--- config.mk ---
export PLATFORM = sky130hd
export DESIGN_NAME = cnn_frame_sequencer_flat
export DESIGN_NICKNAME = d
export VERILOG_FILES = /design/src/rtl/cnn_frame_sequencer_if.sv /design/src/rtl/cnn_frame_sequencer.sv /design/src/flat_wrapper.sv
export SDC_FILE = /design/constraint.sdc
export NUM_CORES = 1
export LEC_CHECK = 0
export BUFFER_PORTS_ARGS = -buffer_cell sky130_fd_sc_hd__buf_4
export CAP_MARGIN = 20
export CORE_ASPECT_RATIO = 0.9
export CORE_MARGIN = 3
export CORE_UTILIZATION = 50
export CTS_BUF_LIST = sky130_fd_sc_hd__clkbuf_2
export CTS_CLUSTER_DIAMETER = 50
export DETAILED_ROUTE_END_ITERATION = 8
export HOLD_SLACK_MARGIN = 0.15
export PLACE_DENSITY = 0.7
export SYNTH_ARGS = -nofsm -noshare
export SYNTH_HDL_FRONTEND = slang
export SYNTH_SLANG_ARGS = --single-unit
--- constraint.sdc ---
create_clock -name clk -period 2.05 [get_ports clk]
set_input_delay 0.41 -clock clk [delete_from_list [all_inputs] [get_ports clk]]
set_output_delay 0.41 -clock clk [all_outputs]
set_load 0.02 [all_outputs]
--- src/rtl/cnn_frame_sequencer_if.sv ---
// Host/datapath handshake bundle for the CNN frame sequencer.
// slave = sequencer side, master = host/datapath side.
interface cnn_frame_sequencer_if #(
   parameter int CLASS_W = 4
);
   logic               frame_req;
   logic               frame_ack;
   logic               pix_valid_in;
   logic               pix_ready;
   logic               pipe_en;
   logic               pipe_clr;
   logic               pool_valid;
   logic               fc_start;
   logic               fc_done;
   logic [CLASS_W-1:0] pred_in;
   logic               busy;
   logic               result_valid;
   logic [CLASS_W-1:0] result_class;
   logic               result_ack;
   logic               error;

   modport slave (
      input  frame_req, pix_valid_in, pool_valid, fc_done, pred_in, result_ack,
      output frame_ack, pix_ready, pipe_en, pipe_clr, fc_start, busy,
             result_valid, result_class, error
   );

   modport master (
      output frame_req, pix_valid_in, pool_valid, fc_done, pred_in, result_ack,
      input  frame_ack, pix_ready, pipe_en, pipe_clr, fc_start, busy,
             result_valid, result_class, error
   );
endinterface

--- src/rtl/cnn_frame_sequencer.sv ---
// Frame-level controller for the MNIST CNN pipeline: gates pixels, tracks pooled
// outputs, runs the dense layer, holds the prediction and watches for stalls.
module cnn_frame_sequencer #(
   parameter int IMG_SIZE    = 28,
   parameter int POOL_OUTS   = 169,
   parameter int TIMEOUT_CYC = 4096,
   parameter int CLASS_W     = 4
) (
   input logic                  clk,
   input logic                  rst,
   cnn_frame_sequencer_if.slave bus
);
   localparam int PIX_TOTAL = IMG_SIZE * IMG_SIZE;
   localparam int PIX_W     = $clog2(PIX_TOTAL + 1);
   localparam int POOL_W    = $clog2(POOL_OUTS + 1);
   localparam int WDOG_W    = $clog2(TIMEOUT_CYC);

   localparam logic [PIX_W-1:0]  PIX_LAST  = PIX_W'(PIX_TOTAL - 1);
   localparam logic [POOL_W-1:0] POOL_FULL = POOL_W'(POOL_OUTS);
   localparam logic [WDOG_W-1:0] WDOG_MAX  = WDOG_W'(TIMEOUT_CYC - 1);

   typedef enum logic [2:0] {
      S_IDLE, S_CLEAR, S_LOAD, S_DRAIN, S_FC, S_RESULT, S_ERROR
   } state_t;

   state_t              state, state_nxt;
   logic [PIX_W-1:0]    pix_cnt;
   logic [POOL_W-1:0]   pool_cnt;
   logic [WDOG_W-1:0]   wdog;
   logic [CLASS_W-1:0]  cls;
   logic                frame_ack, pipe_en, pipe_clr, fc_start, busy;
   logic                result_valid, error;
   logic                accept, pool_cnt_en, wdog_run;

   assign accept      = bus.pix_valid_in && (state == S_LOAD);
   assign pool_cnt_en = bus.pool_valid && (state == S_LOAD || state == S_DRAIN)
                        && (pool_cnt != POOL_FULL);
   assign wdog_run    = (state == S_DRAIN) || (state == S_FC);

   // The DRAIN exit looks at the registered pool count, so a frame whose last
   // pooled output lands on the final pixel still spends one cycle in DRAIN.
   always_comb begin
      state_nxt = state;
      case (state)
         S_IDLE:   if (bus.frame_req) state_nxt = S_CLEAR;
         S_CLEAR:  state_nxt = S_LOAD;
         S_LOAD:   if (accept && pix_cnt == PIX_LAST) state_nxt = S_DRAIN;
         S_DRAIN: begin
            if (pool_cnt == POOL_FULL)                    state_nxt = S_FC;
            else if (!bus.pool_valid && wdog == WDOG_MAX) state_nxt = S_ERROR;
         end
         S_FC: begin
            if (bus.fc_done)            state_nxt = S_RESULT;
            else if (wdog == WDOG_MAX)  state_nxt = S_ERROR;
         end
         S_RESULT: if (bus.result_ack) state_nxt = S_IDLE;
         S_ERROR:  if (bus.frame_req)  state_nxt = S_CLEAR;
         default:  state_nxt = S_IDLE;
      endcase
   end

   // Outputs are registered from the next state so they line up with it.
   always_ff @(posedge clk) begin
      if (rst) begin
         state        <= S_IDLE;
         pix_cnt      <= '0;
         pool_cnt     <= '0;
         wdog         <= '0;
         cls          <= '0;
         frame_ack    <= 1'b0;
         pipe_en      <= 1'b0;
         pipe_clr     <= 1'b0;
         fc_start     <= 1'b0;
         busy         <= 1'b0;
         result_valid <= 1'b0;
         error        <= 1'b0;
      end else begin
         state <= state_nxt;

         if (state == S_CLEAR) begin
            pix_cnt  <= '0;
            pool_cnt <= '0;
         end else begin
            if (accept)      pix_cnt  <= pix_cnt + 1'b1;
            if (pool_cnt_en) pool_cnt <= pool_cnt + 1'b1;
         end

         if (state_nxt != state || (state == S_DRAIN && bus.pool_valid))
            wdog <= '0;
         else if (wdog_run)
            wdog <= wdog + 1'b1;

         if (state == S_FC && bus.fc_done) cls <= bus.pred_in;

         frame_ack    <= (state_nxt == S_CLEAR);
         pipe_clr     <= (state_nxt == S_CLEAR);
         pipe_en      <= (state_nxt == S_LOAD) || (state_nxt == S_DRAIN);
         fc_start     <= (state_nxt == S_FC);
         busy         <= (state_nxt == S_CLEAR) || (state_nxt == S_LOAD) ||
                         (state_nxt == S_DRAIN) || (state_nxt == S_FC);
         result_valid <= (state_nxt == S_RESULT);
         error        <= (state_nxt == S_ERROR);
      end
   end

   assign bus.pix_ready    = (state == S_LOAD);
   assign bus.frame_ack    = frame_ack;
   assign bus.pipe_en      = pipe_en;
   assign bus.pipe_clr     = pipe_clr;
   assign bus.fc_start     = fc_start;
   assign bus.busy         = busy;
   assign bus.result_valid = result_valid;
   assign bus.result_class = cls;
   assign bus.error        = error;
endmodule

--- src/flat_wrapper.sv ---
// flat-port wrapper written by rule: the top's interface ports become plain ports
module cnn_frame_sequencer_flat 
#(
   parameter int IMG_SIZE    = 28,
   parameter int POOL_OUTS   = 169,
   parameter int TIMEOUT_CYC = 4096,
   parameter int CLASS_W     = 4
)
  (clk, rst, bus_frame_req, bus_pix_valid_in, bus_pool_valid, bus_fc_done, bus_pred_in, bus_result_ack, bus_frame_ack, bus_pix_ready, bus_pipe_en, bus_pipe_clr, bus_fc_start, bus_busy, bus_result_valid, bus_result_class, bus_error);
  cnn_frame_sequencer_if #(.CLASS_W(CLASS_W)) bus_i ();
  input logic clk;
  input logic rst;
  input wire logic [$bits(bus_i.frame_req)-1:0] bus_frame_req;
  input wire logic [$bits(bus_i.pix_valid_in)-1:0] bus_pix_valid_in;
  input wire logic [$bits(bus_i.pool_valid)-1:0] bus_pool_valid;
  input wire logic [$bits(bus_i.fc_done)-1:0] bus_fc_done;
  input wire logic [$bits(bus_i.pred_in)-1:0] bus_pred_in;
  input wire logic [$bits(bus_i.result_ack)-1:0] bus_result_ack;
  output wire logic [$bits(bus_i.frame_ack)-1:0] bus_frame_ack;
  output wire logic [$bits(bus_i.pix_ready)-1:0] bus_pix_ready;
  output wire logic [$bits(bus_i.pipe_en)-1:0] bus_pipe_en;
  output wire logic [$bits(bus_i.pipe_clr)-1:0] bus_pipe_clr;
  output wire logic [$bits(bus_i.fc_start)-1:0] bus_fc_start;
  output wire logic [$bits(bus_i.busy)-1:0] bus_busy;
  output wire logic [$bits(bus_i.result_valid)-1:0] bus_result_valid;
  output wire logic [$bits(bus_i.result_class)-1:0] bus_result_class;
  output wire logic [$bits(bus_i.error)-1:0] bus_error;
  assign bus_i.frame_req = bus_frame_req;
  assign bus_i.pix_valid_in = bus_pix_valid_in;
  assign bus_i.pool_valid = bus_pool_valid;
  assign bus_i.fc_done = bus_fc_done;
  assign bus_i.pred_in = bus_pred_in;
  assign bus_i.result_ack = bus_result_ack;
  assign bus_frame_ack = bus_i.frame_ack;
  assign bus_pix_ready = bus_i.pix_ready;
  assign bus_pipe_en = bus_i.pipe_en;
  assign bus_pipe_clr = bus_i.pipe_clr;
  assign bus_fc_start = bus_i.fc_start;
  assign bus_busy = bus_i.busy;
  assign bus_result_valid = bus_i.result_valid;
  assign bus_result_class = bus_i.result_class;
  assign bus_error = bus_i.error;
  cnn_frame_sequencer #(.IMG_SIZE(IMG_SIZE), .POOL_OUTS(POOL_OUTS), .TIMEOUT_CYC(TIMEOUT_CYC), .CLASS_W(CLASS_W)) u_core (.clk(clk), .rst(rst), .bus(bus_i));
endmodule
# Word-level counts from Yosys, hierarchy flattened
# Index checks and enable logic that the tools add are counted.
word_totals:
  reg_bits: 43
  input_bits: 11
  output_inout_bits: 12
classes:
  add_sub_neg: 3
  eq_ne: 17
  muxes: 8
  n_reduce_logical: 19
ops:
  columns: ["cell", "n"]
  rows:
  - ["3-bit two-way mux", 7]
  - ["3-bit == test (second input constant)", 6]
  - ["3-bit one-hot mux with 6 select lines", 1]
  - ["12-bit by 1-bit adder with 12-bit output (second input constant)", 1]
  - ["12-bit == test (second input constant)", 1]
  - ["3-bit by 2-bit == test with 1-bit output (second input constant)", 4]
  - ["10-bit by 1-bit adder with 10-bit output (second input constant)", 1]
  - ["10-bit == test (second input constant)", 1]
  - ["8-bit by 1-bit adder with 8-bit output (second input constant)", 1]
  - ["8-bit == test (second input constant)", 1]
  - ["8-bit != test (second input constant)", 1]
  - ["1-bit logical AND", 7]
  - ["1-bit logical OR", 7]
  - ["3-bit by 1-bit == test with 1-bit output (second input constant)", 2]
  - ["2-bit OR reduction", 3]
  - ["3-bit zero test", 1]
  - ["3-bit != test", 1]
  - ["1-bit zero test", 1]

# Depth between registers and ports, before layout
logic_depth:
  ltp_word: 9
  ltp_mapped: 8
  depth_no_buf: 7

# Worst setup path before layout
# No wires, ideal clock.
synth_path:
  kind: "reg2reg"
  start: "reg u_core.pool_cnt[1]"
  end: "reg u_core.wdog[0]"
  arrival_time_ns: 1.624
  slack_ns: 0.301
  path_stages_with_launch: 9
  period_less_slack_ns: 1.749
  path_cell_list: "dfxtp_1 inv_1 ha_1 and4bb_2 a21o_1 o211a_4 xnor2_2 buf_6 nor3_2"
synth_between:
  elab_chain_cells: 6
synth_rtl:
  columns: ["item", "line", "text"]
  rows:
  - ["from (decl)", "cnn_frame_sequencer.sv:28", "logic [POOL_W-1:0] pool_cnt;"]
  - ["from (signal assigned)", "cnn_frame_sequencer.sv:85", "if (pool_cnt_en) pool_cnt <= pool_cnt + 1'b1;"]
  - ["8-bit == test", "cnn_frame_sequencer.sv:49", "if (pool_cnt == POOL_FULL) state_nxt = S_FC;"]
  - ["3-bit two-way mux", "cnn_frame_sequencer.sv:49", null]
  - ["3-bit one-hot mux with 6 select lines", "cnn_frame_sequencer.sv:44", "case (state)"]
  - ["3-bit != test", "cnn_frame_sequencer.sv:88", "if (state_nxt != state || (state == S_DRAIN && bus.pool_valid))"]
  - ["1-bit logical OR", "cnn_frame_sequencer.sv:88", null]
  - ["2-bit OR reduction (no line)", null, null]
  - ["to (signal assigned)", "cnn_frame_sequencer.sv:91", "wdog <= wdog + 1'b1;"]
  - ["to (decl)", "cnn_frame_sequencer.sv:29", "logic [WDOG_W-1:0] wdog;"]
# Every way passes these cells.
# A chain may end at the register's enable or synchronous reset.

# Worst setup path after layout
layout_path:
  start: "reg u_core.state[2]"
  end: "reg u_core.wdog[10]"
layout_between:
  elab_chain_cells: 8
  word_cells_on_any_way: 23
layout_rtl:
  columns: ["item", "line", "text"]
  rows:
  - ["from (decl)", "cnn_frame_sequencer.sv:26", "state_t state, state_nxt;"]
  - ["from (signal assigned)", "cnn_frame_sequencer.sv:78", "state <= state_nxt;"]
  - ["3-bit by 2-bit == test with 1-bit output", "cnn_frame_sequencer.sv:35, cnn_frame_sequencer.sv:44", null]
  - ["1-bit logical AND", "cnn_frame_sequencer.sv:35", "assign accept = bus.pix_valid_in && (state == S_LOAD);"]
  - ["1-bit logical AND", "cnn_frame_sequencer.sv:47", "S_LOAD: if (accept && pix_cnt == PIX_LAST) state_nxt = S_DRAIN;"]
  - ["3-bit two-way mux", "cnn_frame_sequencer.sv:47", null]
  - ["3-bit one-hot mux with 6 select lines", "cnn_frame_sequencer.sv:44", null]
  - ["3-bit != test", "cnn_frame_sequencer.sv:88", null]
  - ["1-bit logical OR", "cnn_frame_sequencer.sv:88", null]
  - ["2-bit OR reduction (no line)", null, null]
# Parallel ways exist; a longest one is shown, timed or not.

==> results.md <==
- Average wire per cell in the routed design: approximately 13 µm
- Wire length of the first global-routing pass: 6520 µm
- CTS-repair resized insts: 0
- Post-route ant nets: 0
- P per Cell Area: 575.2 mW/mm²
- Static power due to leakage: 0.9630 nW
- Largest net degree at the start of global routing: 19
- Kind of launch point of the worst setup path: register
- Cell count after synthesis: 228
- Transition time at the pin with the least slew margin: 0.4502 ns
- DR vias/cell: 5.480
- Endpoints failing hold: 0
- Area used by sequential logic in the layout: 860.8 µm²
- Area of combinational cells with multiple inputs: 0.001211 mm²
- Dominant synthesized flop cell: sky130_fd_sc_hd__dfxtp_1
- Total number of vias: 1,644
- GPL Wtd Cong: 0.8007
- Area inside the core boundary: 0.004129 mm²
- Max Root-Sink Buffers: 2
- Worst hold-check path type: input pin to register
- Ys Warns: 0
- Die W: 75.36 µm
- Final clock period utilization by the worst path: 0.9433
- Kind of end point of the critical path: register
- CTS Root Cell: sky130_fd_sc_hd__clkbuf_2
- EDFF count, synth: 0
- Count of buffers added by post-CTS timing repair for setup: 0
- CTS Buf Count: 5
- Crit Path Category: register to register
- Nets@finish: 268
- Num rows: 22
- Final core utilization: 0.5867
- Global routing's busiest layer: met2
- Starting utilization of the core area: 0.5242
- Share of the yosys chip area belonging to registers: 0.3977
- Number of instances on the worst hold path: 3
- Initial antenna violation count: 0
- Number of detailed-routing iterations run before antenna repair: 5
- Register-to-Register Setup Slack: 0.12 ns
- Share of final-layout standard cells stronger than drive strength 1: 0.2302
- FFs w/ async S/R, synth: 0
- Source-to-sink clock delay at the later pin of the worst-skew pair: 0.41 ns
- Via count of the first global-routing pass: ~1.4k
- Number of buffers inserted by hold repair at cts: 0
- Average cell area after synthesis: 9.494 µm²
- Fillers: 375
- Antenna diode count: 0
- Post-DP HPWL: 2828 µm
- Highest achievable clock rate: 0.5171 GHz
- Largest vdd supply drop: about 0.00026 V
- Max capacitance violation total: 0
- Required time of the critical path: 2.40 ns
- Total routing usage reported by global routing: 0.1658
- Sinks on Clock Net: 43
- Met3 track demand over resource: 0.04405
- Final Setup Violations: 0
- Number of H-tree levels: 2
- Residual overflow from global routing: 0
- Setup repair after global routing missed its margin: no
- Worst hold slack: 0.2259 ns
- Synth cell types: 47
- Met2 demand-to-capacity share in global routing: 0.2468
- Number of ports placed on the die boundary: 23
- Number of register bits inferred by synthesis: 43
- Max-slew violation total from the final report: 0
- Buffers on Ports: 22
- TritonCTS clock tree: built
- Most common cell after layout, fill and taps aside: sky130_fd_sc_hd__dfxtp_1
- Arr. time, crit path: 2.29 ns
- Status: finished, final reports clean
- DRT Wirelength: 3964 µm
- Area Overhead vs Synth: 11.91%
- Remaining design rule violation count: 0
- Met1 GRT Util: 0.2290
- Commonest cells after routing, fill and taps aside: sky130_fd_sc_hd__dfxtp_1, sky130_fd_sc_hd__buf_4, sky130_fd_sc_hd__nor2_1
- R2R depth: 6
- Overall die height: 68.42 µm
- Clk pin slew, worst setup/hold paths: roughly 0.19 ns
- Total Die Area: 0.005156 mm²
- Peak fanout along the critical path: 12
- Syn Std Cell Area: 0.002165 mm²
- Post-Syn Nets: 243
- Setup TNS: 0 ns
- Starting DRT DRC Count: between 60 and 70
- Slew HR: 0.6958
- Worst clock skew: 0.01469 ns
- Final Critical Period: between 1.5 and 2 ns
[kinds of logic (layout without fill, tap and decap cells)]
logic type | count (synthesis) | after routing | synth area share
XOR/XNOR | 27 | 27 | 0.1127
adder cells (fa/ha/maj) | 4 | 4 | 0.02312
multiplexers | 7 | 7 | 0.03468
AND/OR/NAND/NOR | 107 | 107 | 0.3023
flip-flops | 43 | 43 | 0.3977
AO/OA/AOI/OAI | 23 | 23 | 0.08671
buffers and inverters | 17 | 41 | 0.04277
[final timing paths]
path	startpoint	end
setup / recovery	u_core.state[2]	u_core.wdog[10]
hold / removal	bus_pred_in[0]	u_core.bus.result_class[0]
setup reg to reg	u_core.state[2]	u_core.wdog[10]
hold reg to reg	u_core.pix_cnt[8]	u_core.pix_cnt[8]
[state kept, by name, indices dropped and copies added (netlist names)]
register / cells
u_core.bus.pipe_en: 1
u_core.bus.fc_start: 1
u_core.bus.busy: 1
u_core.bus.result_valid: 1
u_core.bus.frame_ack: 1
u_core.pix_cnt: 10
u_core.state: 3
u_core.wdog: 12
u_core.bus.error: 1
u_core.pool_cnt: 8
u_core.bus.result_class: 4
[worst max-delay path: stages, from the launching register on]
cell and delay [ns]:
sky130_fd_sc_hd__dfxtp_1 0.56, sky130_fd_sc_hd__mux2_4 0.35, sky130_fd_sc_hd__a211oi_4 0.31, sky130_fd_sc_hd__o211a_4 0.25, sky130_fd_sc_hd__xnor2_2 0.08, sky130_fd_sc_hd__buf_12 0.16
sky130_fd_sc_hd__nor3_1 0.17
[synthesized netlist by cell type, types with 5 or more instances]
library cell / instances / area [µm²]
sky130_fd_sc_hd__nor2_1: 29 / 108.9
sky130_fd_sc_hd__buf_2: 5 / 25.02
sky130_fd_sc_hd__dfxtp_1: 43 / 860.8
sky130_fd_sc_hd__a21o_1: 5 / 37.54
sky130_fd_sc_hd__xnor2_1: 10 / 87.58
sky130_fd_sc_hd__nand2_1: 10 / 37.54
sky130_fd_sc_hd__nand3_1: 6 / 30.03
sky130_fd_sc_hd__nand4_1: 11 / 68.82
sky130_fd_sc_hd__mux2i_1: 6 / 60.06
sky130_fd_sc_hd__xor2_1: 16 / 140.1
sky130_fd_sc_hd__a21oi_1: 5 / 25.02
sky130_fd_sc_hd__nor3_1: 7 / 35.03
sky130_fd_sc_hd__nor3_2: 10 / 100.1
sky130_fd_sc_hd__and3_1: 10 / 62.56
[routing by layer]
metal	share of wire	routed length [µm]	vias up
li1	-	-	848
met2	0.42	1678	26
met3	0.048	190	7
met1	0.52	2052	763
met5	0	0	-
met4	0.011	43	0
[metrics by stage]
| stage | instances | total power [mW] | setup WS [ns] | cell area [µm²] |
|---|---|---|---|---|
| 2_1_floorplan | 228 | 1.010 | 0.3013 | 2165 |
| 3_3_place_gp | 294 | 1.084 | 0.1708 | 2392 |
| 3_5_place_dp | 294 | 1.086 | 0.1305 | 2392 |
| 4_1_cts | 300 | 1.408 | 0.1251 | 2422 |
| 5_1_grt | 300 | 1.461 | 0.002777 | 2422 |
| 6_report | 300 | 1.393 | 0.1162 | 2422 |
[power by group]
group	switching [mW]	total [mW]	internal, mW	leakage (nW)
Sequential	0.00934	0.859	0.849	0.347
Combinational	0.118	0.209	0.0913	0.591
Clock	0.249	0.326	0.0769	0.0249
Total	0.376	1.39	1.02	0.963
[area by class of cell]
class	instances	share of cell area
Sequential cell	43	0.3554
Tap cell	48	0.02479
Inverter	4	0.006198
Multi-Input combinational cell	168	0.5000
Clock buffer	6	0.01240
Timing Repair Buffer	31	0.1012
Power figures use the tool's default switching activity.
